$ cat config.mk
export PLATFORM = sky130hd
export DESIGN_NAME = rj45_status_reader
export DESIGN_NICKNAME = d
export VERILOG_FILES = /design/src/rtl/rj45_status_reader.sv
export SDC_FILE = /design/constraint.sdc
export NUM_CORES = 1
export LEC_CHECK = 0
export ABC_AREA = 1
export BUFFER_PORTS_ARGS = -buffer_cell sky130_fd_sc_hd__buf_2
export CORE_UTILIZATION = 47
export CTS_CLUSTER_SIZE = 16
export DETAILED_ROUTE_END_ITERATION = 8
export GPL_TIMING_DRIVEN = 0
export PLACE_DENSITY = 0.68
export SYNTH_ARGS = -nofsm -noshare
export SYNTH_HDL_FRONTEND = slang
export SYNTH_SLANG_ARGS = --single-unit
$ cat constraint.sdc
create_clock -name sys_clk -period 1.5 [get_ports sys_clk]
set_input_delay 0.3 -clock sys_clk [delete_from_list [all_inputs] [get_ports sys_clk]]
set_output_delay 0.3 -clock sys_clk [all_outputs]
set_load 0.01 [all_outputs]
$ cat src/rtl/rj45_status_reader.sv
// Serial-in/parallel-out reader for a daisy chain of 74HC165-style registers.
// Generates SH/LD, CLK INH and shift clock; delivers an MSB-first word with a valid strobe.
`timescale 1ns/1ps
module rj45_status_reader #(
  parameter int N_BITS  = 8,
  parameter int CLK_DIV = 16
) (
  input  logic              sys_clk,
  input  logic              reset,
  input  logic              read_request,
  input  logic              shreg_sout,
  output logic              shreg_sck,
  output logic              shreg_load_n,
  output logic              shreg_ce_n,
  output logic [N_BITS-1:0] data_out,
  output logic              data_valid,
  output logic              busy,
  output logic [15:0]       read_count
);

  localparam int PW = (CLK_DIV > 1) ? $clog2(CLK_DIV) : 1;
  localparam int BW = (N_BITS > 1) ? $clog2(N_BITS) : 1;

  typedef enum logic [2:0] {
    IDLE,
    LOAD,
    SETTLE,
    SHIFT_LO,
    SHIFT_HI,
    DONE
  } state_t;

  state_t              state_q, state_d;
  logic [PW-1:0]       phase_q, phase_d;
  logic [BW-1:0]       bit_q, bit_d;
  logic [N_BITS-1:0]   sr_q, sr_d;
  logic [N_BITS-1:0]   data_q, data_d;
  logic [15:0]         count_q, count_d;
  logic [1:0]          sync_q;
  logic                sck_q, sck_d;
  logic                load_n_q, load_n_d;
  logic                ce_n_q, ce_n_d;
  logic                valid_q, valid_d;
  logic                busy_q, busy_d;
  logic                phase_last;

  assign phase_last = (phase_q == PW'(CLK_DIV - 1));

  always_comb begin
    state_d = state_q;
    phase_d = phase_q;
    bit_d   = bit_q;
    sr_d    = sr_q;
    data_d  = data_q;
    count_d = count_q;

    unique case (state_q)
      IDLE: begin
        phase_d = '0;
        if (read_request) state_d = LOAD;
      end
      LOAD: begin
        if (phase_last) begin
          phase_d = '0;
          state_d = SETTLE;
        end else begin
          phase_d = phase_q + PW'(1);
        end
      end
      SETTLE: begin
        if (phase_last) begin
          phase_d = '0;
          bit_d   = '0;
          state_d = SHIFT_LO;
        end else begin
          phase_d = phase_q + PW'(1);
        end
      end
      SHIFT_LO: begin
        // Sample at the end of the low phase, well after the previous sck rise.
        if (phase_last) begin
          phase_d = '0;
          sr_d    = {sr_q[N_BITS-2:0], sync_q[1]};
          state_d = (bit_q == BW'(N_BITS - 1)) ? DONE : SHIFT_HI;
        end else begin
          phase_d = phase_q + PW'(1);
        end
      end
      SHIFT_HI: begin
        if (phase_last) begin
          phase_d = '0;
          bit_d   = bit_q + BW'(1);
          state_d = SHIFT_LO;
        end else begin
          phase_d = phase_q + PW'(1);
        end
      end
      DONE: begin
        phase_d = '0;
        data_d  = sr_q;
        count_d = count_q + 16'd1;
        state_d = read_request ? LOAD : IDLE;
      end
      default: begin
        phase_d = '0;
        state_d = IDLE;
      end
    endcase

    // Outputs are registered, so they are decoded from the state being entered.
    sck_d    = (state_d == SHIFT_HI);
    load_n_d = (state_d != LOAD);
    ce_n_d   = !((state_d == SETTLE) || (state_d == SHIFT_LO) || (state_d == SHIFT_HI));
    busy_d   = (state_d != IDLE);
    valid_d  = (state_q == DONE);
  end

  always_ff @(posedge sys_clk) begin
    if (reset) begin
      state_q  <= IDLE;
      phase_q  <= '0;
      bit_q    <= '0;
      sr_q     <= '0;
      data_q   <= '0;
      count_q  <= '0;
      sync_q   <= '0;
      sck_q    <= 1'b0;
      load_n_q <= 1'b1;
      ce_n_q   <= 1'b1;
      valid_q  <= 1'b0;
      busy_q   <= 1'b0;
    end else begin
      state_q  <= state_d;
      phase_q  <= phase_d;
      bit_q    <= bit_d;
      sr_q     <= sr_d;
      data_q   <= data_d;
      count_q  <= count_d;
      sync_q   <= {sync_q[0], shreg_sout};
      sck_q    <= sck_d;
      load_n_q <= load_n_d;
      ce_n_q   <= ce_n_d;
      valid_q  <= valid_d;
      busy_q   <= busy_d;
    end
  end

  assign shreg_sck    = sck_q;
  assign shreg_load_n = load_n_q;
  assign shreg_ce_n   = ce_n_q;
  assign data_out     = data_q;
  assign data_valid   = valid_q;
  assign busy         = busy_q;
  assign read_count   = count_q;

endmodule

# [Yosys cells after proc, flatten, opt, wreduce, memory -nomap -nowiden]
# Index checks and enable logic that the tools add are counted.
[totals] ff_bits=49 inputBits=4
[op_classes] n_reduce_logical=11 muxes=10 n_eq_ne=13 addsub=3 bitwise_logic=1
[ops] operator="$mux 3" n=6
[ops] operator="$add 16x1->16 const B" n=1
[ops] operator="$pmux 3 s5" n=1
[ops] operator="$eq 3x2->1 const B" n=4
[ops] operator="$eq 3x3->1 const B" n=4
[ops] operator="$pmux 3 s2" n=1
[ops] operator="$add 4x1->4 const B" n=1
[ops] operator="$eq 4x4->1 const B" n=1
[ops] operator="$ne 2x2->1 const B" n=2
[ops] operator="$reduce_or 4->1" n=1
[ops] operator="$add 3x1->3 const B" n=1
[ops] operator="$eq 3x1->1 const B" n=1
[ops] operator="$logic_not 3->1" n=1
[ops] operator="$ne 3x1->1 const B" n=1
[ops] operator="$reduce_and 3->1" n=1
[ops] operator="$reduce_bool 3->1" n=1
[ops] operator="$reduce_or 3->1" n=1
[ops] operator="$logic_or 1x1->1" n=2
[ops] operator="$mux 1" n=2
[ops] operator="$reduce_and 2->1" n=1
[ops] operator="$reduce_bool 2->1" n=1
[ops] operator="$reduce_or 2->1" n=1
[ops] operator="$logic_not 1->1" n=1
[ops] operator="$not 1->1" n=1

# [Depth between registers and ports, before layout]
# Gate-level depths: netlist of the first run.
[depth] ltp_word=8 mapped_depth=10 mapped_depth_nobuf=10

# [Least setup slack after synthesis of the first run]
# OpenSTA, ideal clock, no wires.
[synth_timing] kind="reg-to-reg" startpoint="register count_q[1], in the netlist read_count[1]" endpoint="register count_q[10], in the netlist read_count[10]" t_required_ps=1384 path_stages_with_launch=9 period_less_slack_ps=1423 path_slack_ps=77 path_buffers=0 setup_time_ps=116 t_arrival_ps=1308 cell_sequence="dfxtp_1 ha_1 nand3_1 nor2_4 nand2_2 nor2_2 nand2_1 o21ai_0 nor2_1"
[synth_between] elab_chain_len=1
[synth_lines] element="from (decl)" line_no="38" text="logic [15:0] count_q, count_d;"
[synth_lines] element="from (signal assigned)" line_no="138" text="count_q <= count_d;"
[synth_lines] element="$add 16x1->16" line_no="101" text="count_d = count_q + 16'd1;"
# Every way passes these cells.
# A chain may end at the register's enable or synchronous reset.

# [Worst setup path in the final report of the first run]
[layout_timing] startpoint="register phase_q[0]" endpoint="register ce_n_q, in the netlist shreg_ce_n"
[layout_between] elab_chain_len=7 word_cells_on_any_way=11
[layout_lines] element="from (decl)" line_no="34" text="logic [PW-1:0] phase_q, phase_d;"
[layout_lines] element="from (signal assigned)" line_no="134" text="phase_q <= phase_d;"
[layout_lines] element="$eq 4x4->1 (*)" line_no="47" text="assign phase_last = (phase_q == PW'(CLK_DIV - 1));"
[layout_lines] element="$mux 3, on equally long branches"
[layout_lines] element="$pmux 3 s5 (*)" line_no="57" text="unique case (state_q)"
[layout_lines] element="$eq 3x2->1" line_no="113" text="ce_n_d = !((state_d == SETTLE) || (state_d == SHIFT_LO) || (state_d == SHIFT_HI));"
[layout_lines] element="$logic_or 1x1->1" line_no="113"
[layout_lines] element="$logic_or 1x1->1 (*)" line_no="113"
[layout_lines] element="$logic_not 1->1 (*)" line_no="113"
[layout_lines] element="to (signal assigned)" line_no="142" text="ce_n_q <= ce_n_d;"
[layout_lines] element="to (decl)" line_no="42" text="logic ce_n_q, ce_n_d;"
# Mark *: on every way between the ends. The rest lies on a longest branch, timed or not.

==> results of run 1 <==
## power breakdown
part	internal, mW	total, mW	leakage (nW)	switching, mW
logic	0.0176	0.0569	0.656	0.0394
registers	1.31	1.31	0.398	0.00575
clock network	0.542	0.973	0.0574	0.431
## through the flow
stage	power, mW	cell area (um2)	setup slack, ns
2_1_floorplan	1.38	2070	0.0766
3_3_place_gp	1.40	2300	0.00863
3_5_place_dp	1.40	2300	-0.0284
4_1_cts	2.39	2420	0.00288
5_1_grt	2.43	2470	0.000738
6_report	2.34	2470	0.108
## sequential cells by signal, summed over array words and instances, names as in the netlist
signal / flops
bit_q: 3
read_count: 16
state_q: 3
shreg_load_n: 1
sync_q: 2
shreg_ce_n: 1
sr_q: 8
data_valid: 1
shreg_sck: 1
data_out: 8
busy: 1
phase_q: 4
## logic make-up after synthesis
family,count (synthesis),synth area share [%]
adders and majority gates,4,2.41
and+or+nand+nor,145,31.8
DFF,49,47.3
xor gates and xnor gates,2,0.845
AOI/OAI and AO/OA,41,9.96
buffers and inverters,42,7.66
## layout by cell type (no fill, tap or decap), drive strengths merged
master    count
bufinv        1
a21oi        21
xor2          1
inv          36
clkbuf       11
o21ai        19
nand3        18
clkinvlp      1
nor3          6
ha            4
xnor2         1
a31oi         1
nor3b         2
buf          34
dfxtp        49
nor2         48
nand2        66
nand4         5
## final timing paths
kind	start	endpoint	slack [ns]	depth (start not counted)
setup / recovery	phase_q[0]$_SDFF_PP0_	shreg_ce_n$_SDFF_PP1_	0.11	8
hold / removal	shreg_sout	sync_q[0]$_SDFF_PP0_	0.20	3
setup reg to reg	phase_q[0]$_SDFF_PP0_	shreg_ce_n$_SDFF_PP1_	0.11	8
hold reg to reg	sync_q[0]$_SDFF_PP0_	sync_q[1]$_SDFF_PP0_	0.41	2
## worst min-delay path: cells and delay by family
family / cells / cell delay (ns)
buffers and inverters: 2 / 0.13
AND/OR/NAND/NOR: 1 / 0.03
## per-layer routing
layer  vias to the layer above  track usage [%]  part of all wire [%]
met1                       812             26.3                    51
met4                         0             8.33                   1.5
met5                         -                0                     0
met3                         4             7.00                   4.4
met2                        34             30.1                    43
li1                        975                -                     -
## area by class of cell
cell class	instances	area, um2	share of cell area (%)
Buffer	6	25.0	1.01
Sequential cell	49	990	40.1
Tap cell	50	62.6	2.53
Inverter	36	135	5.47
Clock inverter	2	37.5	1.52
Clock buffer	6	82.6	3.35
Multi-Input combinational cell	192	968	39.2
Timing Repair Buffer	33	168	6.79
## repair_timing
item                                    in CTS  in global routing
hold buffers                                 0                  0
buffers inserted                             0                  1
gates cloned                                 0                  0
gates resized for setup                      2                 17
endpoints found under the hold margin        0                  0
endpoints found under the setup margin       3                 24
pin swaps                                    1                  1
==> flow_summary.yaml, run 1 <==
critical_path:
  crit_required_ns: 1.71
  max_stage_delay_ns: 0.37
  crit_slowest_cell: "dfxtp_1"
  crit_top_cell: "nor2_4"
  path_class: "reg -> reg"
  start_kind: "register"
  arrival_ns: 1.60
  path_max_fanout: 6
  path_cells: "ha_2 -> nand3_4 -> nor2_4 -> nor2_2 -> nor2_4 -> nand3_1 -> nand2_1 -> inv_1"
  crit_family: "simple AND/OR/NAND/NOR gates"
  end_kind: "register"
  crit_buf_inv: 1
drt:
  drc: 0
  vias: 1825
  wl_per_cell_um: 11.1
  via_per_inst: 4.88
  ant_nets: 0
  dr.pass1.iters: 4
  wirelength_um: 4160
  first_iter_violations: 120
place:
  port_buffers: 32
  dpl.hpwl_um: 2940
  place.gp.congestion: 0.788
  placedCellCount: 365
timing:
  fin_crit_sh_pct: 92.8
  maxSlewHeadroom_pct: 65.3
  worstMarginPinSlew_ns: 0.521
  slew_violations: 0
  finalClockSkew_ns: 0.00197
  max_freq_ghz: 0.718
  tns_ns: 0
  finalSetupViolCount: 0
  min_period_ns: 1.39
  rsz0062_at_grt: "false"
  hold_violations: 0
  hold_ws_ns: 0.198
cells_and_area:
  area_delta_synth_final_pct: 19.1
  n_antenna_cell: 0
  finalNetCount: 331
  fin_cells: 374
  utilization_pct: 60.0
  drive_gt1_share_pct: 20.4
  fill_cells: 411
floorplan:
  dieWidth_um: 68.4
  fp.dieH_um: 68.4
  fp.dieArea_mm2: 0.00468
  core_area_mm2: 0.00412
  initial_core_util_pct: 50.4
  ios: 33
  row_count: 23
synthesis:
  yosysMostFrequentCell: "nand2_1"
  synth_top_area_cell: "dfxtp_1"
  syn_area_mm2: 0.00207
  synthDistinctLibCells: 24
  syn_nets: 291
  synthCells: 283
  ys_ff_latch: 49
  yosysWarnings: 0
  yosysSeqAreaShare_pct: 47.3
  synthTopCellsByCount: "65 x nand2_1, 49 x dfxtp_1, 42 x nor2_1"
  synthTopCellsByArea: "dfxtp_1 47%, nand2_1 12%, nor2_1 7.6%, inv_1 6.3%, a21oi_1 5.1%"
  yosys.area.top_type_share_pct: 47.3
  synthArstFlopShare_pct: 0
  syn_area_per_cell_um2: 7.33
  ys_dominant_reg_cell: "dfxtp_1"
  synth_edf_count: 0
clocking:
  cts_tree: "done"
  insertion_delay_ns: 0.30
  htreeDepth: 2
  cts-root-buf: "clkbuf_8"
  clock-sinks: 49
  clkTransAtPathRegs_ns: 0.08
  cts_buffers: 5
  clockBufferDepth: 2
run_status:
  status: "finished, final reports clean"
grt:
  grt.overflow.total: 0
  grt_max_degree: 16
  grt_pass1_wl_um: 6900
  grt_pass1_vias: 1599
  grt_usage_pct: 20.2
  antenna_found_initial: 0
pwr:
  peakVddDrop_mv: 0.554
  cellPowerDensity_mw_per_mm2: 949
  leakage_nw: 1.11
run:
  drv_cap: 0
min_path:
  min_path_type: "in -> reg"
No activity file was read; power rests on OpenSTA's default activity.
==> run 2, diff against run 1 <==
==> constraint.sdc (replaced) <==
create_clock -name sys_clk -period 1.5 [get_ports sys_clk]
set_input_delay 0.3 -clock sys_clk [delete_from_list [all_inputs] [get_ports sys_clk]]
set_output_delay 0.3 -clock sys_clk [all_outputs]
set_load 0.05 [all_outputs]
==> run 2 against run 1 <==
Against the previous run: utilization fell by 0.12 points; design area shrank 0.20%; via count up 0.71%; fmax fell by 0.48%; worst hold slack better by 0.011 ns; worst setup slack lost 0.0067 ns; total power decreased by 8.1%.
==> flow_summary.yaml, run 2 (synthesized netlist as in run 1, its figures left out) <==
critical_path:
  crit_slowest_cell: "dfxtp_4"
  crit_top_cell: "nand2_2"
  end_kind: "register"
  path_cells: "ha_2 -> nand3_2 -> nor2_4 -> nand2_2 -> nor2_2 -> nand2_2 -> nor3_2 -> nor2_1"
  path_max_fanout: 5
  crit_path_start: "read_count[1]$_SDFFE_PP0N_"
  max_stage_delay_ns: 0.37
  arrival_ns: 1.59
  r2r_start: "read_count[1]$_SDFFE_PP0N_"
  crit_required_ns: 1.69
  path_class: "reg -> reg"
  start_kind: "register"
grt:
  grt_pass1_wl_um: 6490
  grt.overflow.total: 0
  grt_usage_pct: 19.1
  antenna_found_initial: 0
  grt_max_degree: 15
  grt_pass1_vias: 1449
drt:
  wl_per_cell_um: 10.7
  ant_nets: 0
  first_iter_violations: 110
  vias: 1838
  dr.pass1.iters: 4
  via_per_inst: 4.86
  drc: 0
  wirelength_um: 4040
cells_and_area:
  drive_gt1_share_pct: 21.3
  finalNetCount: 335
  final_cell_area_mm2: 0.00246
  n_antenna_cell: 0
  largest_register_ffs: 16
  area_delta_synth_final_pct: 18.8
  final_common_cell: "nand2_1"
  final_cell_mix: "64 x nand2_1, 42 x dfxtp_1, 41 x nor2_1"
  fill_cells: 394
timing:
  finalSetupViolCount: 0
  tns_ns: 0
  setup_ws_ns: 0.101
  fin_crit_sh_pct: 93.2
  min_period_ns: 1.40
  hold_violations: 0
  finalClockSkew_ns: 0.00418
  max_freq_ghz: 0.715
  slew_violations: 0
  maxSlewHeadroom_pct: 63.4
  worstMarginPinSlew_ns: 0.549
place:
  placed_area_mm2: 0.00231
  dp_slack_ns: -0.0104
  place.gp.congestion: 0.876
  port_buffers: 32
  dpl.hpwl_um: 2870
run:
  drv_cap: 0
clocking:
  cts-root-buf: "clkbuf_8"
  clock-sinks: 49
  insertion_delay_ns: 0.29
  cts_buffers: 5
  clkTransAtPathRegs_ns: 0.08
  clockBufferDepth: 2
  cts_tree: "done"
  htreeDepth: 2
run_status:
  status: "finished, final reports clean"
pwr:
  cellPowerDensity_mw_per_mm2: 874
  total_power_mw: 2.15
  leakage_nw: 1.12
  peakVddDrop_mv: 0.716
min_path:
  hold_start: "shreg_sout"
  min_path_type: "in -> reg"
floorplan:
  ios: 33
  fp.dieArea_mm2: 0.00468
  initial_core_util_pct: 50.4
  fp.dieH_um: 68.4
  core_area_mm2: 0.00412
  row_count: 23
  dieWidth_um: 68.4
[run 2: changes by cell type in the layout (fill, tap and decap cells not counted)]
cell        delta
dfxtp_2        +4
ha_2           -1
buf_4          +4
o21ai_1        -1
clkbuf_1       +2
o21ai_0        +1
ha_1           +1
nor2_1         +1
clkinvlp_4     -1
bufinv_16      -1
nor2_4         -1
dfxtp_1        -4
[run 2: metal layers]
metal / wire length [um] / track usage, % / part of all wire [%]
met3: 130 / 5.50 / 3.2
met5: 0 / 0 / 0
met2: 1750 / 28.6 / 43
met4: 51 / 7.81 / 1.3
met1: 2110 / 25.5 / 52
[run 2: worst paths after layout]
path	end	depth (start not counted)	slack, ns
hold reg to reg	sync_q[1]$_SDFF_PP0_	2	0.40
setup reg to reg	read_count[14]$_SDFFE_PP0N_	8	0.10
hold / removal	sync_q[0]$_SDFF_PP0_	3	0.21
setup / recovery	read_count[14]$_SDFFE_PP0N_	8	0.10
[run 2: area by class of cell]
class / instances / area (um2) / share of cell area [%]
timing repair buffer: 37 / 198 / 8.02
sequential: 49 / 995 / 40.4
multi-input combinational: 192 / 958 / 38.9
inverter: 36 / 135 / 5.49
tap: 50 / 62.6 / 2.54
buffer: 6 / 25.0 / 1.02
clock buffer: 8 / 90.1 / 3.66
[run 2: power breakdown]
| group | internal, mW | leakage [nW] | switching, mW | total, mW |
|---|---|---|---|---|
| clock network | 0.376 | 0.0455 | 0.397 | 0.774 |
| logic | 0.0175 | 0.678 | 0.0507 | 0.0682 |
| registers | 1.31 | 0.400 | 0.00560 | 1.31 |
| total | 1.70 | 1.12 | 0.454 | 2.15 |
[run 2: critical path: cells and delay by family, from the launching register on]
| kind | cells | cell delay, ns |
|---|---|---|
| AND/OR/NAND/NOR | 7 | 0.74 |
| flip-flops | 1 | 0.37 |
| adder cells (fa/ha/maj) | 1 | 0.20 |
[run 2: through the flow]
| step | hold slack (ns) | utilization (%) | instances |
|---|---|---|---|
| final | 0.209 | 59.9 | 378 |
| after global routing | 0.197 | 59.9 | 378 |
| after CTS | 0.198 | 58.5 | 374 |
| after detailed placement | 0.395 | 56.1 | 365 |
| after global placement | 0.390 | 56.1 | 365 |
| after floorplan | 0.372 | - | 283 |
[run 2: timing repair]
| action | 4_1_cts | 5_1_grt |
|---|---|---|
| setup buffers | 1 | 4 |
| hold buffers | 0 | 0 |
| resized for setup | 0 | 11 |
| pin swaps | 1 | 1 |
| setup endpoints to repair | 1 | 17 |
==> run 3, diff against run 2 <==
--- a/config.mk
+++ b/config.mk
@@ -6,11 +6,12 @@
 export NUM_CORES = 1
 export LEC_CHECK = 0
 export ABC_AREA = 1
-export BUFFER_PORTS_ARGS = -buffer_cell sky130_fd_sc_hd__buf_2
+export BUFFER_PORTS_ARGS = -buffer_cell sky130_fd_sc_hd__clkbuf_2
 export CORE_UTILIZATION = 47
 export CTS_CLUSTER_SIZE = 16
 export DETAILED_ROUTE_END_ITERATION = 8
 export GPL_TIMING_DRIVEN = 0
+export HOLD_SLACK_MARGIN = 0.03
 export PLACE_DENSITY = 0.68
 export SYNTH_ARGS = -nofsm -noshare
 export SYNTH_HDL_FRONTEND = slang
==> run 3 against run 2 <==
Against the previous run: sequential share of layout area down 0.98 points; flip-flop and latch count unchanged; cell count unchanged; clock skew up 0.0039 ns; total power up 8.7%; largest cell class unchanged.
==> flow_summary.yaml, run 3 (synthesized netlist as in run 1, its figures left out) <==
min_path:
  min_path_cells: 3
  min_path_type: "in -> reg"
cells_and_area:
  largest_register_ffs: 16
  drive_gt1_share_pct: 22.0
  final_common_cell: "nand2_1"
  fin_cells: 378
  ff_latch_area_um2: 995
  multi_input_area_um2: 986
  area_delta_synth_final_pct: 21.8
  finalNetCount: 335
  final_cell_mix: "64 x nand2_1, 42 x dfxtp_1, 41 x nor2_1"
  n_antenna_cell: 0
  final_cell_area_mm2: 0.00252
  fill_cells: 411
floorplan:
  row_count: 23
  core_area_mm2: 0.00412
  fp.dieArea_mm2: 0.00468
  fp.dieH_um: 68.4
  dieWidth_um: 68.4
  initial_core_util_pct: 50.4
  ios: 33
grt:
  grt_pass1_vias: 1538
  antenna_found_initial: 0
  grt_usage_pct: 19.7
  grt.overflow.total: 0
  grt_max_degree: 16
  grt_pass1_wl_um: 6680
critical_path:
  crit_top_cell: "nor2_4"
  start_kind: "register"
  path_cells: "ha_4 -> nand3_4 -> nor2_4 -> nor2_2 -> nor2_4 -> nand3_1 -> nand2_1 -> inv_1"
  max_stage_delay_ns: 0.38
  arrival_ns: 1.60
  path_class: "reg -> reg"
  crit_slowest_cell: "dfxtp_1"
  end_kind: "register"
  crit_required_ns: 1.70
  reg2reg_depth: 8
  path_max_fanout: 7
clocking:
  insertion_delay_ns: 0.30
  htreeDepth: 2
  clockBufferDepth: 2
  clkTransAtPathRegs_ns: 0.09
  cts_tree: "done"
  cts-root-buf: "clkbuf_8"
  cts_buffers: 5
  clock-sinks: 49
drt:
  first_iter_violations: 80
  drc: 0
  via_per_inst: 4.89
  dr.pass1.iters: 4
  wirelength_um: 4140
  wl_per_cell_um: 10.9
  vias: 1848
  ant_nets: 0
timing:
  finalClockSkew_ns: 0.00812
  min_period_ns: 1.40
  finalSetupViolCount: 0
  setup_ws_ns: 0.103
  worstMarginPinSlew_ns: 0.503
  max_freq_ghz: 0.716
  slew_violations: 0
  tns_ns: 0
  fin_crit_sh_pct: 93.2
  maxSlewHeadroom_pct: 66.5
  hold_violations: 0
run_status:
  status: "finished, final reports clean"
run:
  drv_cap: 0
pwr:
  p_comb_share_pct: 2.9
  internal_power_mw: 1.85
  leakage_nw: 1.12
  cellPowerDensity_mw_per_mm2: 927
  power_switching_mw: 0.489
  peakVddDrop_mv: 0.560
  power_frac_seq_pct: 56.0
  p_sw_share_pct: 20.9
  total_power_mw: 2.34
  clkPwrFrac_pct: 41.0
place:
  placedCellCount: 365
  placed_area_mm2: 0.00231
  dpl.hpwl_um: 2950
  port_buffers: 32
  dp_slack_ns: -0.00200
  place.gp.congestion: 0.857
-- run 3: cell count changes in the layout (fill, tap and decap cells not counted) --
cell,change
ha_4,+2
clkinv_2,+1
clkbuf_1,-2
clkbuf_2,+32
clkbuf_16,+2
nor2_2,-1
nor2_4,+1
inv_2,-1
buf_2,-32
ha_2,-1
inv_1,+1
clkbuf_8,-1
ha_1,-1
-- run 3: per-layer routing --
layer	up-vias	track usage, %	wire length (um)
li1	985	-	-
met1	815	25.1	2010
met2	41	30.8	1890
met3	7	6.00	188
met4	0	7.55	49
met5	-	0	0
-- run 3: worst max-delay path, delay by kind of cell, from the launching register on --
kind                       cells  cell delay [ns]
adders and majority gates      1             0.17
DFF                            1             0.38
and+or+nand+nor                6             0.72
buffers and inverters          1             0.03
-- run 3: power by group through the flow --
stage / clock (mW) / combinational (mW) / sequential (mW)
4_1_cts: 0.991 / 0.0685 / 1.31
3_5_place_dp: 0 / 0.0685 / 1.34
6_report: 0.961 / 0.0680 / 1.31
3_3_place_gp: 0 / 0.0677 / 1.34
5_1_grt: 1.04 / 0.0765 / 1.31
2_1_floorplan: 0 / 0.0346 / 1.35
-- run 3: path summary, 6_finish.rpt --
path / slack, ns / endpoint / from
worst min-delay path: 0.18 / sync_q[0]$_SDFF_PP0_ / shreg_sout
worst max-delay path: 0.10 / shreg_ce_n$_SDFF_PP1_ / phase_q[1]$_SDFF_PP0_
worst min register to register: 0.41 / sync_q[1]$_SDFF_PP0_ / sync_q[0]$_SDFF_PP0_
worst max register to register: 0.10 / shreg_ce_n$_SDFF_PP1_ / phase_q[1]$_SDFF_PP0_
-- run 3: layout make-up --
cell class,instances,area share [%]
timing repair buffer,37,7.83
tap,50,2.48
sequential,49,39.4
multi-input combinational,192,39.0
clock buffer,7,4.71
buffer,6,0.991
clock inverter,1,0.198
inverter,36,5.35
-- run 3: repair_timing --
action / 4_1_cts / 5_1_grt
resized for setup: 0 / 14
hold endpoints to repair: 0 / 0
buffers inserted: 0 / 5
pin swaps: 1 / 3
setup endpoints to repair: 1 / 25
hold buffers: 0 / 0
-- run 3: stage by stage --
| step | hold WS [ns] | utilization (%) |
|---|---|---|
| after floorplan | 0.372 | - |
| after global placement | 0.391 | 56.1 |
| after detailed placement | 0.394 | 56.1 |
| after CTS | 0.174 | 59.1 |
| after global routing | 0.172 | 61.4 |
| final | 0.184 | 61.4 |
